**config.mk**
```make
export PLATFORM = sky130hd
export DESIGN_NAME = vga_dither_output_flat
export DESIGN_NICKNAME = d
export VERILOG_FILES = /design/src/rtl/vga_dither_output_pkg.sv /design/src/rtl/vga_dither_output_if.sv /design/src/rtl/vga_dither_output_dither_cell.sv /design/src/rtl/vga_dither_output.sv /design/src/flat_wrapper.sv
export SDC_FILE = /design/constraint.sdc
export NUM_CORES = 1
export LEC_CHECK = 0
export ABC_AREA = 1
export ABC_CLOCK_PERIOD_IN_PS = 1700
export CORE_MARGIN = 2
export CORE_UTILIZATION = 35
export DETAILED_ROUTE_END_ITERATION = 8
export PLACE_DENSITY_LB_ADDON = 0.1
export REMOVE_ABC_BUFFERS = 1
export SLEW_MARGIN = 20
export SYNTH_ARGS = -nofsm -noshare
export SYNTH_HDL_FRONTEND = slang
export SYNTH_SLANG_ARGS = --single-unit
```
**constraint.sdc**
```tcl
create_clock -name clk -period 1.7 [get_ports clk]
set_clock_uncertainty 0.05 [all_clocks]
set_input_delay 0.17 -clock clk [delete_from_list [all_inputs] [get_ports clk]]
set_output_delay 0.17 -clock clk [all_outputs]
set_load 0.01 [all_outputs]
```
**src/rtl/vga_dither_output_pkg.sv**
```systemverilog
// Shared constants for the VGA dither back-end: image size, dither modes,
// region encoding and the 4x4 Bayer threshold matrix.
package vga_dither_output_pkg;

    localparam int IMG_DIM = 128;

    localparam logic [1:0] MODE_THRESH   = 2'd0;
    localparam logic [1:0] MODE_BAYER    = 2'd1;
    localparam logic [1:0] MODE_TEMPORAL = 2'd2;

    typedef enum logic [1:0] {
        REG_OTHER = 2'd0,
        REG_LEFT  = 2'd1,
        REG_RIGHT = 2'd2
    } region_t;

    // Nibble i holds B4[y][x] with i = 4*y + x.
    localparam logic [63:0] BAYER4 = 64'h5D7F_91B3_6E4C_A280;

    function automatic logic [3:0] bayer_m(input logic [1:0] x, input logic [1:0] y);
        logic [5:0] idx;
        idx = {y, x, 2'b00};
        return BAYER4[idx +: 4];
    endfunction

    function automatic logic [1:0] next_mode(input logic [1:0] m);
        return (m == MODE_TEMPORAL) ? MODE_THRESH : m + 2'd1;
    endfunction

endpackage

```
**src/rtl/vga_dither_output_if.sv**
```systemverilog
// Signal bundle between the VGA controller / image BRAMs and the dither back-end.
interface vga_dither_output_if #(
    parameter int AW = 14
);
    logic [10:0]   hcount;
    logic [10:0]   vcount;
    logic          blank;
    logic          hs_in;
    logic          vs_in;
    logic          show_in;
    logic          show_out;
    logic          mode_step;
    logic [AW-1:0] addr_in;
    logic [7:0]    pix_in;
    logic [AW-1:0] addr_out;
    logic [7:0]    pix_out;
    logic          hs;
    logic          vs;
    logic          R;
    logic          G;
    logic          B;
    logic [1:0]    mode;

    modport master (
        output hcount, vcount, blank, hs_in, vs_in, show_in, show_out, mode_step,
        output pix_in, pix_out,
        input  addr_in, addr_out, hs, vs, R, G, B, mode
    );

    modport slave (
        input  hcount, vcount, blank, hs_in, vs_in, show_in, show_out, mode_step,
        input  pix_in, pix_out,
        output addr_in, addr_out, hs, vs, R, G, B, mode
    );
endinterface

```
**src/rtl/vga_dither_output_dither_cell.sv**
```systemverilog
// Combinational 8-bit to 1-bit conversion: MSB threshold or Bayer ordered dither.
module dither_cell
    import vga_dither_output_pkg::*;
(
    input  logic [7:0] i_p,
    input  logic [1:0] i_x,
    input  logic [1:0] i_y,
    input  logic [1:0] i_mode,
    output logic       o_bit
);
    logic [3:0] w_m;
    logic [8:0] w_t;
    logic       w_ge;

    assign w_m  = bayer_m(i_x, i_y);
    // 16*M + 8 tops out at 248, so the 9-bit compare never overflows.
    assign w_t  = {1'b0, w_m, 4'b1000};
    assign w_ge = ({1'b0, i_p} >= w_t);

    always_comb begin
        o_bit = i_p[7];
        case (i_mode)
            MODE_BAYER, MODE_TEMPORAL: o_bit = w_ge;
            default:                   o_bit = i_p[7];
        endcase
    end
endmodule

```
**src/rtl/vga_dither_output.sv**
```systemverilog
// Display back-end: BRAM addressing, 2-stage pixel/sync pipeline and
// per-frame dither mode switching for the left (input) and right (output) images.
module vga_dither_output #(
    parameter int IMG_DIM = vga_dither_output_pkg::IMG_DIM,
    parameter int AW      = 14
) (
    input  logic               clk,
    input  logic               rst,
    vga_dither_output_if.slave bus
);
    import vga_dither_output_pkg::*;

    localparam int          LOG  = $clog2(IMG_DIM);
    localparam logic [10:0] LIM  = 11'(IMG_DIM);
    localparam logic [10:0] LIM2 = 11'(2 * IMG_DIM);

    logic        w_v_in;
    logic        w_left;
    logic        w_right;
    region_t     w_region;
    logic        w_frame_start;
    logic [1:0]  w_pending_next;
    logic [1:0]  w_x;
    logic        w_bit_in;
    logic        w_bit_out;
    logic [2:0]  w_rgb_next;

    region_t     r_region;
    logic        r_blank;
    logic        r_show_in;
    logic        r_show_out;
    logic [1:0]  r_hlo;
    logic [1:0]  r_vlo;
    logic        r_hs1;
    logic        r_vs1;
    logic        r_hs;
    logic        r_vs;
    logic [2:0]  r_rgb;
    logic [10:0] r_vcount_prev;
    logic [1:0]  r_frame_cnt;
    logic [1:0]  r_mode;
    logic [1:0]  r_pending;

    assign w_v_in  = (bus.vcount < LIM);
    assign w_left  = w_v_in && (bus.hcount < LIM);
    assign w_right = w_v_in && (bus.hcount >= LIM) && (bus.hcount < LIM2);

    always_comb begin
        w_region = REG_OTHER;
        if (w_left)
            w_region = REG_LEFT;
        else if (w_right)
            w_region = REG_RIGHT;
    end

    assign bus.addr_in  = w_left  ? {bus.vcount[LOG-1:0], bus.hcount[LOG-1:0]} : '0;
    assign bus.addr_out = w_right ? {bus.vcount[LOG-1:0], bus.hcount[LOG-1:0]} : '0;

    assign w_frame_start  = (bus.vcount == 11'd0) && (r_vcount_prev != 11'd0);
    // A step landing on frame_start is folded in before the mode is loaded.
    assign w_pending_next = bus.mode_step ? next_mode(r_pending) : r_pending;

    assign w_x = (r_mode == MODE_TEMPORAL) ? (r_hlo + r_frame_cnt) : r_hlo;

    dither_cell u_cell_in (
        .i_p    (bus.pix_in),
        .i_x    (w_x),
        .i_y    (r_vlo),
        .i_mode (r_mode),
        .o_bit  (w_bit_in)
    );

    dither_cell u_cell_out (
        .i_p    (bus.pix_out),
        .i_x    (w_x),
        .i_y    (r_vlo),
        .i_mode (r_mode),
        .o_bit  (w_bit_out)
    );

    always_comb begin
        w_rgb_next = 3'b111;
        if (r_blank)
            w_rgb_next = 3'b000;
        else if (r_region == REG_LEFT && r_show_in)
            w_rgb_next = {3{w_bit_in}};
        else if (r_region == REG_RIGHT && r_show_out)
            w_rgb_next = {3{w_bit_out}};
    end

    always_ff @(posedge clk) begin
        if (rst) begin
            r_region      <= REG_OTHER;
            r_blank       <= 1'b0;
            r_show_in     <= 1'b0;
            r_show_out    <= 1'b0;
            r_hlo         <= 2'd0;
            r_vlo         <= 2'd0;
            r_hs1         <= 1'b1;
            r_vs1         <= 1'b1;
            r_hs          <= 1'b1;
            r_vs          <= 1'b1;
            r_rgb         <= 3'b000;
            r_vcount_prev <= 11'd0;
            r_frame_cnt   <= 2'd0;
            r_mode        <= MODE_THRESH;
            r_pending     <= MODE_THRESH;
        end else begin
            r_region      <= w_region;
            r_blank       <= bus.blank;
            r_show_in     <= bus.show_in;
            r_show_out    <= bus.show_out;
            r_hlo         <= bus.hcount[1:0];
            r_vlo         <= bus.vcount[1:0];
            r_hs1         <= bus.hs_in;
            r_vs1         <= bus.vs_in;
            r_hs          <= r_hs1;
            r_vs          <= r_vs1;
            r_rgb         <= w_rgb_next;
            r_vcount_prev <= bus.vcount;
            r_pending     <= w_pending_next;
            if (w_frame_start) begin
                r_frame_cnt <= r_frame_cnt + 2'd1;
                r_mode      <= w_pending_next;
            end
        end
    end

    assign bus.hs   = r_hs;
    assign bus.vs   = r_vs;
    assign bus.R    = r_rgb[2];
    assign bus.G    = r_rgb[1];
    assign bus.B    = r_rgb[0];
    assign bus.mode = r_mode;
endmodule

```
**src/flat_wrapper.sv**
```systemverilog
// flat-port wrapper written by rule: the top's interface ports become plain ports
module vga_dither_output_flat import vga_dither_output_pkg::*;
#(
    parameter int IMG_DIM = vga_dither_output_pkg::IMG_DIM,
    parameter int AW      = 14
)
  (clk, rst, bus_hcount, bus_vcount, bus_blank, bus_hs_in, bus_vs_in, bus_show_in, bus_show_out, bus_mode_step, bus_pix_in, bus_pix_out, bus_addr_in, bus_addr_out, bus_hs, bus_vs, bus_R, bus_G, bus_B, bus_mode);
  vga_dither_output_if #(.AW(AW)) bus_i ();
  input  logic clk;
  input  logic rst;
  input wire logic [$bits(bus_i.hcount)-1:0] bus_hcount;
  input wire logic [$bits(bus_i.vcount)-1:0] bus_vcount;
  input wire logic [$bits(bus_i.blank)-1:0] bus_blank;
  input wire logic [$bits(bus_i.hs_in)-1:0] bus_hs_in;
  input wire logic [$bits(bus_i.vs_in)-1:0] bus_vs_in;
  input wire logic [$bits(bus_i.show_in)-1:0] bus_show_in;
  input wire logic [$bits(bus_i.show_out)-1:0] bus_show_out;
  input wire logic [$bits(bus_i.mode_step)-1:0] bus_mode_step;
  input wire logic [$bits(bus_i.pix_in)-1:0] bus_pix_in;
  input wire logic [$bits(bus_i.pix_out)-1:0] bus_pix_out;
  output wire logic [$bits(bus_i.addr_in)-1:0] bus_addr_in;
  output wire logic [$bits(bus_i.addr_out)-1:0] bus_addr_out;
  output wire logic [$bits(bus_i.hs)-1:0] bus_hs;
  output wire logic [$bits(bus_i.vs)-1:0] bus_vs;
  output wire logic [$bits(bus_i.R)-1:0] bus_R;
  output wire logic [$bits(bus_i.G)-1:0] bus_G;
  output wire logic [$bits(bus_i.B)-1:0] bus_B;
  output wire logic [$bits(bus_i.mode)-1:0] bus_mode;
  assign bus_i.hcount = bus_hcount;
  assign bus_i.vcount = bus_vcount;
  assign bus_i.blank = bus_blank;
  assign bus_i.hs_in = bus_hs_in;
  assign bus_i.vs_in = bus_vs_in;
  assign bus_i.show_in = bus_show_in;
  assign bus_i.show_out = bus_show_out;
  assign bus_i.mode_step = bus_mode_step;
  assign bus_i.pix_in = bus_pix_in;
  assign bus_i.pix_out = bus_pix_out;
  assign bus_addr_in = bus_i.addr_in;
  assign bus_addr_out = bus_i.addr_out;
  assign bus_hs = bus_i.hs;
  assign bus_vs = bus_i.vs;
  assign bus_R = bus_i.R;
  assign bus_G = bus_i.G;
  assign bus_B = bus_i.B;
  assign bus_mode = bus_i.mode;
  vga_dither_output #(.IMG_DIM(IMG_DIM), .AW(AW)) u_core (.clk(clk), .rst(rst), .bus(bus_i));
endmodule
```
**Word-level counts from Yosys, hierarchy flattened**

Cells that the tools add are included.
Widths: inputs -> output; s select.

- Register bits after elaboration: 33
- Bits in latches: 0
- RAM bits: 0
- Memory bits (read-only): 0
- Input bits: 46
- Output and inout port bits: 35
- Word-level logic and storage cells: 53
- Memories kept: 0

- Add/subtract/negate cells: 3
- Multiply operators: 0
- Div/mod/pow operators: 0
- $lt $le $gt $ge: 6
- Equal/unequal tests: 5
- Shifts and indexed selects: 1
- Mux-type cells: 11
- Bitwise logic cells: 0
- Reduce and logical (&&, ||, !) cells: 11

Operators with widths:

| cell | count |
|---|---|
| $shiftx 64x7->4 const A | 1 |
| $mux 14 | 2 |
| $lt 11x8->1 const B | 2 |
| $ge 8x8->1 | 2 |
| $ge 11x8->1 const B | 1 |
| $logic_not 11->1 | 1 |
| $lt 11x9->1 const B | 1 |
| $reduce_bool 11->1 | 1 |
| $mux 2 | 4 |
| $eq 2x2->1 const B | 3 |
| $logic_and 1x1->1 | 6 |
| $mux 3 | 2 |
| $reduce_or 2->1 | 3 |
| $add 2x1->2 const B | 2 |
| $eq 2x1->1 const B | 2 |
| $mux 1 | 3 |
| $add 2x2->2 | 1 |

**Longest topological paths before layout**

Gate-level depths: netlist (run 1).

- Depth in word-level cells: 7
- Gate-level depth with buffers: 14
- Mapped depth without buffers: 14

**Modules after synthesis**

From an unflattened synthesis (run 1), not the netlist that was laid out.

- Cells, all modules: 217
- Area, all modules: 1536.5 um2

By module, submodules not included:

| module | times used | cells an instance | area an instance (um2) | sequential area each (um2) |
|---|---|---|---|---|
| vga_dither_output | 1 | 167 | 1233.7 | 580.6 |
| dither_cell | 2 | 25 | 151.4 | 0.0 |

**Worst setup path before layout (run 1)**

No wires, ideal clock.

- Path type: reg-to-reg
- Start: reg u_core.r_mode[0], in the netlist u_core.bus.mode[0]
- End: reg u_core.r_rgb[1]
- Arrival time: 1.704 ns
- Required time: 1.531 ns
- Path slack: -0.174 ns
- Stages on the path, launching flop included: 13
- Path through: dfxtp_1 > inv_1 > ha_1 > a21boi_0 > o21ai_0 > xor2_1 > ha_1 > nand2_1 > nand2_1 > nand2_1 > nand3_1 > o21ai_0 > a21oi_1

- Longest elaborated chain between the ends: 7

Ends and longest elaborated chain:

| element | line | RTL |
|---|---|---|
| start: declaration | vga_dither_output.sv:41 | `logic [1:0] r_mode;` |
| start signal: assignment | vga_dither_output.sv:124 | `r_mode <= w_pending_next;` |
| $eq 2x2->1 | vga_dither_output_dither_cell.sv:22, vga_dither_output.sv:63 |  |
| $mux 2 | vga_dither_output.sv:63 | `assign w_x = (r_mode == MODE_TEMPORAL) ? (r_hlo + r_frame_cnt) : r_hlo;` |
| $shiftx 64x7->4 | vga_dither_output_pkg.sv:23 | `return BAYER4[idx +: 4];` |
| $ge 8x8->1 | vga_dither_output_dither_cell.sv:18 | `assign w_ge = ({1'b0, i_p} >= w_t);` |
| $mux 1 | vga_dither_output_dither_cell.sv:22 | `case (i_mode)` |
| $mux 3 | vga_dither_output.sv:87 | `else if (r_region == REG_RIGHT && r_show_out)` |
| $mux 3 * | vga_dither_output.sv:85 | `else if (r_region == REG_LEFT && r_show_in)` |
| end signal: assignment | vga_dither_output.sv:119 | `r_rgb <= w_rgb_next;` |
| end: declaration | vga_dither_output.sv:38 | `logic [2:0] r_rgb;` |

Mark *: on every way between the ends. The rest lies on a longest branch, timed or not.
A chain may end at the register's enable or synchronous reset.

**Final worst setup path (run 1)**

Same ends and word-level chain as after synthesis.

==> reports/results.ini, run 1 <==
[outcome]
status=finished with violations
violations=negative setup slack

[drt]
drt_iter0_markers=42
drtAntennaViolNets=0
drc=0
vias_per_cell=4.19
vias=1512
wl_per_cell_um=9.93
routed_wl_um=3590
first_pass_iters=3

[grt]
gr-total-overflow=0
antenna_found_initial=0
grt_first_pass_wirelength_um=6090
grt_usage_pct=15.6
grt_max_degree=30
first_global_vias=1509

[yosys]
synth_fa_ha_area_share_pct=8.41
synth_top_area_cell=dfxtp_1
synthCells=215
synth_top_cell_area_share_pct=39.0
synth_top_family_by_area=simple AND/OR/NAND/NOR gates
synthXorXnorAreaFrac_pct=2.35
synth_area_per_cell_sq_um=6.92
synth_seq_cells=29
syn_area_sq_um=1490
yosys.area_share.simple_pct=33.3
synth.area.top_cells=dfxtp_1 39%, nor2_1 16%, inv_1 8.6%
synthMuxAreaShare_pct=0.673
synth.yosys.seq_area_share_pct=39.0
synth_compound_area_share_pct=3.87
synth_warnings=0
synth.distinct_cells=22

[placement]
dp_cells=344
place_congestion=0.813
place_area_sq_um=2340
io_buffer_count=74
dp_hpwl_um=2620

[timing]
hold_violations=0
worst_pin_slew_ns=0.424
max_freq_ghz=0.546
maxSlewViolCount=0
relSlewSlack_pct=71.7
rsz0062_at_grt=yes
finalSetupViolCount=1
fin_crit_ns=1.83
final.setup.worst_slack_ns=-0.133
finalSetupTns_ns=-0.133
finalCritPeriodShare_pct=108

[clock_network]
cts_tree=done
root_buffer=clkbuf_8
cts_sinks=29
cts-hold-fix-buffers=0
cts_buffer_depth=2
clk_latency_ns=0.27
path_clk_slew_ns=0.06
ctsHtreeMaxLevel=2
cts_buffers=5

[cells_and_area]
multi_input_area_sq_um=858
final_area_sq_um=2520
antenna_cells=0
area_delta_synth_final_pct=69.4
nets=366
final_cells=361
drive_above_1_share_pct=29.3
seq_area_sq_um=586
n_fill_cell=383

[floorplan]
die_area_sq_um=4790
chipWidth_um=69.2
fp.dieH_um=69.2
fp.coreArea_sq_um=4060
num_rows=23
ios=81
start_util_pct=36.7

[worst_setup_path]
criticalPathCategory=flip-flop to flip-flop
arrival_ns=1.95
cp_max_fo=2
cp.required_ns=1.82
start_kind=flip-flop
endpoint_kind=flip-flop
ff2ff_path_depth=11

[pwr]
p_per_area_nw_per_um2=639
irDropWorstVdd_mv=0.269
leakage_uw=0.00126

[min_path]
holdPathStages=4
hold_class=input port to flip-flop

[job]
maxCapViolCount=0

==> flip-flops by register name, summed over array words and instances (netlist names) <==
register / flops
u_core.r_show_out: 1
u_core.bus.mode: 2
u_core.r_vs1: 1
u_core.r_blank: 1
u_core.r_frame_cnt: 2
u_core.r_hs1: 1
u_core.r_pending: 2
u_core.r_hlo: 2
u_core.r_vcount_prev: 11
u_core.r_show_in: 1
u_core.bus.hs: 1
u_core.r_region: 2
u_core.bus.vs: 1
u_core.r_rgb: 1
==> layer usage <==
metal | up-vias | part of all wire (%) | global-route usage, %
li1 | 829 | - | -
met1 | 620 | 43 | 17.2
met2 | 58 | 48 | 26.4
met3 | 5 | 8.2 | 6.25
met4 | 0 | 1.4 | 6.54
met5 | - | 0 | 0
==> cells in the mapped netlist <==
cell / number
o21ai_0: 2
inv_2: 2
a21boi_0: 1
clkbuf_1: 3
or2_2: 5
buf_6: 2
dfxtp_1: 29
xor2_1: 4
or2_0: 1
nand2_1: 34
a21oi_1: 8
nand3_1: 6
inv_1: 34
nor2_2: 2
buf_4: 2
mux2i_1: 1
nor4_4: 1
nor3_1: 1
or2_1: 2
nand2_2: 2
nor2_1: 63
ha_1: 10
==> cells by family after synthesis <==
| logic type | after synthesis |
|---|---|
| and+or+nand+nor | 117 |
| buffers and inverters | 43 |
| DFF | 29 |
| AOI/OAI and AO/OA | 11 |
| adders and majority gates | 10 |
| xor gates and xnor gates | 4 |
| muxes | 1 |
==> stage by stage <==
step	total power (uW)	worst slack (ns)	utilization, %	hold WS, ns
after global routing	1700	-0.310	62.1	0.354
after global placement	999	-0.541	57.8	0.342
after detailed placement	1000	-0.576	57.8	0.349
final	1610	-0.133	62.1	0.333
after floorplan	847	-0.174	-	0.189
after CTS	1620	-0.192	61.9	0.314
==> layout make-up <==
class | count | area share, %
timing repair buffer | 94 | 30.8
tap | 50 | 2.48
clock inverter | 1 | 0.199
sequential | 29 | 23.2
inverter | 36 | 5.36
clock buffer | 7 | 3.82
multi-input combinational | 144 | 34.1
==> worst max-delay path, stage by stage (launching register included) <==
cell,delay [ns]
dfxtp_2,0.32
inv_2,0.06
ha_4,0.13
mux2i_1,0.21
xor2_1,0.22
ha_1,0.30
nand2_2,0.09
nor2_1,0.04
nand2_1,0.07
nand3_2,0.06
o21ai_1,0.11
a21oi_1,0.07
==> timing repair <==
item / 4_1_cts / 5_1_grt
cloned: 1 / 0
setup endpoints to repair: 29 / 26
pin swaps: 20 / 14
buffers inserted: 7 / 1
gates resized for setup: 92 / 60
==> power by group <==
group	leakage [uW]	total [uW]	internal, uW	switching [uW]
clock network	0.0000542	603	365	238
registers	0.000242	721	710	10.6
logic	0.000968	288	160	128
total	0.00126	1610	1230	376
==> final timing paths <==
check	start	endpoint	slack, ns
max reg2reg	u_core.bus.mode[0]	u_core.r_rgb[1]	-0.13
max	u_core.bus.mode[0]	u_core.r_rgb[1]	-0.13
min	bus_vcount[9]	u_core.r_vcount_prev[9]	0.33
min reg2reg	u_core.r_vs1	u_core.bus.vs	0.36
==> layout by cell type, fill, tap and decap left out, types with 6 or more instances in the layout <==
master / Yosys / layout
a21oi_1: 8 / 7
buf_2: 0 / 11
buf_4: 2 / 17
clkbuf_2: 0 / 15
clkbuf_8: 0 / 7
clkdlybuf4s50_1: 0 / 38
dfxtp_1: 29 / 25
dlygate4sd2_1: 0 / 6
ha_1: 10 / 8
inv_1: 34 / 30
inv_2: 2 / 6
nand2_1: 34 / 33
nor2_1: 63 / 56
nor2_4: 0 / 6
Note: power is estimated with default switching activity, not from simulation.
==> run 2: changes to the inputs <==
Settings changed: ABC_CLOCK_PERIOD_IN_PS 1700 to 1870, CORE_UTILIZATION 35 to 39.
Clock period 1.7 ns to 1.87 ns, I/O delays scaled along.
==> reports/results.ini, run 2 (synthesized netlist as in run 1, its figures left out) <==
[outcome]
status=finished with violations
violations=negative setup slack

[drt]
vias_per_cell=4.25
drt_iter0_markers=48
wl_per_cell_um=9.75
first_pass_iters=4
drtAntennaViolNets=0
vias=1504
routed_wl_um=3450
drc=0

[clock_network]
path_clk_slew_ns=0.06
ctsHtreeMaxLevel=2
cts_buffers=5
cts_sinks=29
cts_tree=done
root_buffer=clkbuf_8
cts_buffer_depth=2
clk_latency_ns=0.27

[worst_setup_path]
start_kind=flip-flop
cp_max_fo=2
arrival_ns=1.99
criticalPathCategory=flip-flop to flip-flop
endpoint_kind=flip-flop
r2r_setup_slack_ns=-0.005
cp.required_ns=1.98

[cells_and_area]
seq_area_sq_um=586
antenna_cells=0
n_fill_cell=299
drive_above_1_share_pct=28.4
nets=361
largest-register=u_core.r_vcount_prev
largest_reg_flops=11
layout_commonest_cell=nor2_1
mostFrequentLayoutCells=53 x nor2_1, 42 x clkdlybuf4s50_1, 34 x nand2_1
final_area_sq_um=2540
area_delta_synth_final_pct=71.1
multi_input_area_sq_um=912

[floorplan]
die_area_sq_um=4320
ios=81
start_util_pct=40.6
num_rows=22
chipWidth_um=65.8
fp.dieH_um=65.8
fp.coreArea_sq_um=3660

[placement]
dp_hpwl_um=2520
io_buffer_count=74
place_area_sq_um=2330
place_congestion=0.785

[timing]
hold_violations=0
finalCritPeriodShare_pct=100
final.setup.worst_slack_ns=-0.00508
maxSlewViolCount=0
rsz0062_at_grt=yes
relSlewSlack_pct=72.3
worst_pin_slew_ns=0.414
max_freq_ghz=0.533
finalSetupViolCount=1
fin_crit_ns=1.88

[grt]
grt_first_pass_wirelength_um=5650
gr-total-overflow=0
antenna_found_initial=0
grt_max_degree=26
first_global_vias=1326
grt_usage_pct=17.0

[pwr]
p_per_area_nw_per_um2=545
irDropWorstVdd_mv=0.340
leakage_uw=0.00126
p_total_uw=1390

[min_path]
hold_class=input port to flip-flop

[job]
maxCapViolCount=0

run 2: cell types whose count changed in the layout (fill, tap and decap cells not counted), sizes merged:
cell / change
clkinv: +1
buf: +8
nand2: +1
dlygate4sd2: -6
dlymetal6s2s: +4
clkdlybuf4s50: +4
clkbuf: -16
clkdlybuf4s15: -1
run 2: critical path, cell delays in order, from the launching register on:
cell and delay, ns:
dfxtp_2 0.33, inv_2 0.04, ha_4 0.16, a21boi_2 0.15, o21ai_1 0.09, xor2_1 0.22
ha_1 0.28, nand2_1 0.07, nand2_1 0.05, nand2_1 0.06, nand3_1 0.07, o21ai_1 0.12
a21oi_1 0.07
run 2: area by class of cell:
type | instances | share of cell area (%)
multi-input combinational | 145 | 35.8
timing repair buffer | 88 | 30.2
sequential | 29 | 23.0
inverter | 36 | 5.31
clock buffer | 6 | 2.85
tap | 48 | 2.36
clock inverter | 2 | 0.393
run 2: per-layer routing:
layer / vias to the layer above / track usage (%) / wire [um]
li1: 820 / - / -
met1: 631 / 21.4 / 1530
met2: 49 / 26.5 / 1650
met3: 4 / 4.79 / 232
met4: 0 / 8.59 / 40
met5: - / 0 / 0
run 2: what timing repair did:
item                                    CTS  global route
pin swaps                                15            14
endpoints found under the setup margin   29            29
hold buffers                              0             0
endpoints found under the hold margin     0             0
setup buffers                             2             1
cloned                                    1             1
gates resized for setup                 125            43
run 2: worst paths after layout:
check | from | to | cells past startpoint
max | u_core.bus.mode[0] | u_core.r_rgb[1] | 12
min | bus_vcount[10] | u_core.r_vcount_prev[10] | 4
max reg2reg | u_core.bus.mode[0] | u_core.r_rgb[1] | 12
min reg2reg | u_core.r_hs1 | u_core.bus.hs | 1
run 2: per-stage QoR:
step | cells | TNS, ns | hold slack [ns] | utilization (%) | worst slack (ns)
finish | 354 | -0.00508 | 0.232 | 69.5 | -0.00508
global route | 354 | -0.195 | 0.233 | 69.5 | -0.181
CTS | 352 | -0.308 | 0.367 | 64.9 | -0.0912
detailed placement | 341 | -11.94 | 0.352 | 63.8 | -0.436
global placement | 341 | -11.12 | 0.343 | 63.8 | -0.412
floorplan | 208 | -0.00366 | 0.206 | - | -0.00366
run 2: power breakdown:
| part | switching (uW) | internal [uW] | total (uW) |
|---|---|---|---|
| clock network | 213 | 257 | 470 |
| logic | 115 | 145 | 260 |
| registers | 10.7 | 646 | 657 |
| total | 339 | 1050 | 1390 |
==> run 3: changes to the inputs <==
Settings changed: SLEW_MARGIN 20 to 25.
==> results of run 3 <==
Final layout, timing and power as in run 2 (identical DEF).
